--- src/rtl/decode_stage_pipe.sv ---
// decode_stage_pipe: MIPS-subset decode with bypassed regfile, control decode and a handshaked ID/EX register
module decode_stage_pipe #(
  parameter int XLEN  = 32,
  parameter int NREGS = 32,
  parameter int CNT_W = 16
) (
  input  logic             clk,
  input  logic             rst,
  input  logic             in_valid,
  output logic             in_ready,
  input  logic [31:0]      instr,
  input  logic             flush,
  input  logic             wb_we,
  input  logic [4:0]       wb_addr,
  input  logic [XLEN-1:0]  wb_data,
  output logic             out_valid,
  input  logic             out_ready,
  output logic [XLEN-1:0]  ex_rs_data,
  output logic [XLEN-1:0]  ex_rt_data,
  output logic [XLEN-1:0]  ex_imm,
  output logic [4:0]       ex_dest,
  output logic [3:0]       ex_alu_ctrl,
  output logic [6:0]       ex_ctrl,
  output logic [CNT_W-1:0] stall_cnt
);
  localparam int AW = (NREGS > 1) ? $clog2(NREGS) : 1;
  localparam logic [5:0] NR = 6'(NREGS);
  logic [XLEN-1:0] rf [NREGS];
  logic [5:0] op, funct;
  logic [4:0] rs, rt, rd;
  logic is_r, is_lw, is_sw, is_beq, is_addi, f_ok, uses_rt, illegal, reg_write;
  logic rs_ok, rt_ok, wb_ok, adv, haz;
  logic [3:0] f_alu, alu;
  logic [4:0] dest;
  logic [XLEN-1:0] rs_val, rt_val;
  assign op    = instr[31:26];
  assign rs    = instr[25:21];
  assign rt    = instr[20:16];
  assign rd    = instr[15:11];
  assign funct = instr[5:0];
  assign rs_ok = rs != 5'd0 && {1'b0, rs} < NR;
  assign rt_ok = rt != 5'd0 && {1'b0, rt} < NR;
  assign wb_ok = wb_we && wb_addr != 5'd0 && {1'b0, wb_addr} < NR;
  // Operand read: out-of-range and r0 read as zero, a same-cycle write-back is forwarded
  always_comb begin
    rs_val = !rs_ok ? '0 : (wb_we && wb_addr == rs) ? wb_data : rf[rs[AW-1:0]];
    rt_val = !rt_ok ? '0 : (wb_we && wb_addr == rt) ? wb_data : rf[rt[AW-1:0]];
  end
  // Main and ALU control decode
  always_comb begin
    is_r      = op == 6'b000000;
    is_lw     = op == 6'b100011;
    is_sw     = op == 6'b101011;
    is_beq    = op == 6'b000100;
    is_addi   = op == 6'b001000;
    f_ok      = funct == 6'h20 || funct == 6'h22 || funct == 6'h24 || funct == 6'h25 || funct == 6'h2A;
    f_alu     = funct == 6'h20 ? 4'b0010 : funct == 6'h22 ? 4'b0110 : funct == 6'h25 ? 4'b0001 :
                funct == 6'h2A ? 4'b0111 : 4'b0000;
    alu       = is_r ? f_alu : is_beq ? 4'b0110 : (is_lw || is_sw || is_addi) ? 4'b0010 : 4'b0000;
    illegal   = !(is_r || is_lw || is_sw || is_beq || is_addi) || (is_r && !f_ok);
    reg_write = (is_r && f_ok) || is_lw || is_addi;
    dest      = is_r ? rd : (is_lw || is_addi) ? rt : 5'd0;
    uses_rt   = is_r || is_sw || is_beq;
  end
  // Handshake and load-use hazard against the load sitting in ID/EX
  always_comb begin
    adv      = out_ready || !out_valid;
    haz      = out_valid && ex_ctrl[4] && ex_dest != 5'd0 && (ex_dest == rs || (uses_rt && ex_dest == rt));
    in_ready = adv && !haz && !flush;
  end
  // Register file write port
  always_ff @(posedge clk or posedge rst) begin
    if (rst) for (int i = 0; i < NREGS; i++) rf[i] <= '0;
    else if (wb_ok) rf[wb_addr[AW-1:0]] <= wb_data;
  end
  // ID/EX register: flush beats bubble beats load; hold under backpressure
  always_ff @(posedge clk or posedge rst) begin
    if (rst) begin
      out_valid   <= 1'b0;
      ex_rs_data  <= '0;
      ex_rt_data  <= '0;
      ex_imm      <= '0;
      ex_dest     <= '0;
      ex_alu_ctrl <= '0;
      ex_ctrl     <= '0;
      stall_cnt   <= '0;
    end else if (flush) begin
      out_valid <= 1'b0;
    end else if (adv && haz) begin
      out_valid <= 1'b0;
      if (stall_cnt != '1) stall_cnt <= stall_cnt + 1'b1;
    end else if (adv && in_valid) begin
      out_valid   <= 1'b1;
      ex_rs_data  <= rs_val;
      ex_rt_data  <= rt_val;
      ex_imm      <= XLEN'($signed(instr[15:0]));
      ex_dest     <= dest;
      ex_alu_ctrl <= alu;
      ex_ctrl     <= {is_beq, is_lw, is_lw, is_sw, reg_write, is_lw || is_sw || is_addi, illegal};
    end else if (adv) begin
      out_valid <= 1'b0;
    end
  end
endmodule

--- config.mk ---
export PLATFORM = sky130hd
export DESIGN_NAME = decode_stage_pipe
export DESIGN_NICKNAME = d
export VERILOG_FILES = /design/src/rtl/decode_stage_pipe.sv
export SDC_FILE = /design/constraint.sdc
export NUM_CORES = 2
export LEC_CHECK = 0
export CAP_MARGIN = 10
export CORE_MARGIN = 5
export CORE_UTILIZATION = 62
export DETAILED_ROUTE_END_ITERATION = 7
export GPL_TIMING_DRIVEN = 0
export PLACE_DENSITY = 0.9
export SLEW_MARGIN = 5
export SYNTH_ARGS = -nofsm -noshare
export SYNTH_HDL_FRONTEND = slang
export SYNTH_SLANG_ARGS = --single-unit
--- constraint.sdc ---
create_clock -name clk -period 40.8 [get_ports clk]
set_clock_uncertainty 0.1 [all_clocks]
set_input_delay 6.12 -clock clk [delete_from_list [all_inputs] [get_ports clk]]
set_output_delay 6.12 -clock clk [all_outputs]
set_load 0.1 [all_outputs]
==> results by group <==
Outcome
  – Status: finished with violations
  – Failing checks: DRC, capacitance limit, slew limit

Power and ir drop
  – Internal power: 2.47 mW
  – Max IR drop VDD: 0.0355 mV
  – Clock share of power: 0.329
  – P_leak: 29.1 nW
  – NetSw: 1.12 mW
  – Seq pwr share: 0.423
  – Tot Pwr: 3.59 mW
  – Sw Share: 0.313
  – Comb pwr share: 0.248
  – Pwr/cell area: 53.2 nW/µm²

Timing
  – Min cycle time layout: 15.21 ns
  – Slew Limit Fails: 11
  – Endpoints failing hold: 0
  – Setup-failing EPs final: 0
  – Final critical-path share of the clock period: 0.373
  – Relative slew slack: -0.0189
  – FMAX: 0.0658 GHz
  – Fin Setup TNS: 0 ns
  – RSZ-0062 raised after global routing: no
  – Worst-Margin Slew: 1.53 ns

GRT
  – Vias in the first global route: 43600
  – GR peak layer: met2
  – Global route overflow: 0
  – GRT Total Usage: 0.396
  – Routing usage on met3: 0.196
  – Met2 GRT Util: 0.564
  – Initial antenna violation count: 11
  – Maximum number of pins on one net before global-route repair: 127
  – Met1 Usage GRT: 0.483
  – First-pass GRT wire length: 294000 µm

Final layout
  – Area Overhead vs Synth: 14.0%
  – Most frequent cells in the layout: 1135 x dfrtp_1, 618 x mux2_2, 578 x mux4_2, 450 x mux2_1, 258 x clkbuf_1
  – Layout cells sized above 1: 0.370
  – Nets: 4155
  – # fillers: 5462
  – Commonest non-fill, non-tap cell in the layout: dfrtp_1

Place
  – PortBufs: 196
  – DP HPWL: 133000 µm
  – RePlAce Congestion: 1.00

CTS
  – CTS tree: yes
  – TritonCTS buffer count: 113
  – Worst-skew pair later-pin latency: 0.75 ns
  – Clock sink count: 1135
  – Root Driver: clkbuf_16
  – H-tree depth: 3
  – Clk slew on worst S/H paths: 0.06 ns
  – CTS Hold Bufs: 0
  – Clock Path Buffers: 3
  – Post-cts resize count: 0
  – Setup bufs post-CTS: 0

Route
  – Iter 0 DRT Violations: 6988
  – DRC viols: 78
  – Vias per inst: 7.70
  – Antenna Nets Post-Route: 0
  – Drt first pass iters: 8
  – Final wirelength: 203000 µm
  – Routed via count: 42000
  – Routed WL per cell: 37.2 µm

Die
  – Die Span Y: 319 µm
  – CORE AREA: 94900 µm²
  – Starting Density: 0.623
  – Core Rows: 113
  – Die Wd: 319 µm
  – Die footprint: 102000 µm²
  – I/O pin cnt: 205

Flow run
  – Max-cap violations: 1

Yosys
  – Post-Synthesis Cells: 3742
  – Synth warn: 0
  – Net Count, Synth: 3818
  – Seq cells post-synth: 1135
  – Seq/Total Area, Yosys: 0.480
  – Netlist cell types: 52
  – Cell Area, Synth: 59100 µm²
  – Syn Area/Cell: 15.8 µm²
  – Ys async rst share: 1.00
  – Primary FF master, synth: dfrtp_1
  – EDFF count, synth: 0

Setup path
  – Reg-to-Reg End: ex_rt_data[21]$_DFFE_PP0P_
  – R2R Path Start: ex_dest[4]$_DFFE_PP0P_
  – Setup CP Type: input pin to output pin
  – CP Launch Type: input pin
  – Critical Path AT: 8.99 ns
  – Worst setup EP type: output pin
  – R2R Setup Slk: 37.20 ns
  – Worst Path Max Fanout: 5
  – FF-to-FF path depth: 8
  – Worst Path Required: 34.58 ns

Min path
  – Hold depth: 1
  – Hold Crit Endpoint: rf[1010]$_DFFE_PP0P_
  – Hold Crit Class: register to register
  – Hold_sp: rf[1010]$_DFFE_PP0P_
==> cell usage after synthesis (19+ instances only) <==
master    count  area share
mux2_1      450       0.086
o21ai_1      40      0.0034
dfrtp_1    1135        0.48
mux2i_1      96       0.016
buf_6        19      0.0036
a22oi_1      37      0.0047
clkbuf_1    241       0.015
mux2_2      618        0.12
o22ai_1      29      0.0031
buf_2        72      0.0061
xor2_1       29      0.0043
a221o_1      32      0.0054
nor2_1       25      0.0016
nor3_1       50      0.0042
mux4_2      578        0.22
a221oi_1     28      0.0041
buf_4        30      0.0038
nand2_1      39      0.0025
buf_1        81      0.0051
==> worst max-delay path by stage <==
| stage | slack, ns | to | startpoint |
|---|---|---|---|
| after floorplan | 2.62 | ex_alu_ctrl[0]$_DFFE_PP0P_ | rst |
| after global placement | -9.61 | rf[431]$_DFFE_PP0P_ | rst |
| after detailed placement | 25.67 | in_ready | instr[26] |
| after CTS | 25.65 | in_ready | instr[26] |
| after global routing | 25.41 | in_ready | instr[26] |
| final | 25.59 | in_ready | instr[26] |
==> state kept, by name, indices dropped and copies added (netlist names) <==
name	count
ex_ctrl	6
ex_alu_ctrl	3
ex_rt_data	32
stall_cnt	16
out_valid	1
rf	1024
ex_imm	16
ex_rs_data	32
ex_dest	5
==> area by class of cell <==
cell class	instances	area (µm²)	area share
plain buffers	443	2010	0.0299
clock inverters	53	881	0.0131
multi-input cells	2158	28700	0.425
inverters	6	30.0	0.000445
well taps	1265	1580	0.0235
flip-flops and latches	1135	28400	0.421
diodes	9	22.5	0.000334
clock buffers	161	3320	0.0493
repair buffers	222	2480	0.0368
==> layer usage <==
metal	part of all wire	vias up
met1	0.32	21500
met5	0.00061	-
met4	0.084	10
met2	0.43	4128
li1	-	15200
met3	0.16	1183
==> per-stage QoR <==
step           hold WS [ns]  cells  instance area [µm²]  setup slack (ns)  utilization
2_1_floorplan         0.341   3742                59100              2.62            -
3_3_place_gp          0.353   5203                62700             -9.61        0.661
3_5_place_dp          0.366   5217                63000             25.67        0.664
4_1_cts               0.381   5431                67200             25.65        0.709
5_1_grt               0.398   5444                67400             25.41        0.710
6_report              0.383   5452                67400             25.59        0.711
==> power by group through the flow <==
stage	Combinational [mW]	Sequential, mW	Clock [mW]
after CTS	0.875	1.50	1.17
after floorplan	0.518	1.61	0
after global routing	0.923	1.53	1.22
after global placement	0.832	1.51	0
final	0.890	1.52	1.18
after detailed placement	0.863	1.52	0
==> kinds of logic after synthesis <==
logic type,after synthesis,share of synthesized area
xor gates and xnor gates,35,0.00519
DFF,1135,0.480
other,1,0.0000634
muxes,1742,0.440
and+or+nand+nor,188,0.0162
AOI/OAI and AO/OA,191,0.0237
buffers and inverters,449,0.0343
adders and majority gates,1,0.000212
==> critical path: stages <==
cell             delay [ns]
clkdlybuf4s50_1        0.46
and3_1                 0.25
and3b_1                0.18
o2111ai_1              0.37
nand2_1                0.20
nor3_1                 0.23
clkdlybuf4s50_1        1.17
Power figures use the tool's default switching activity.
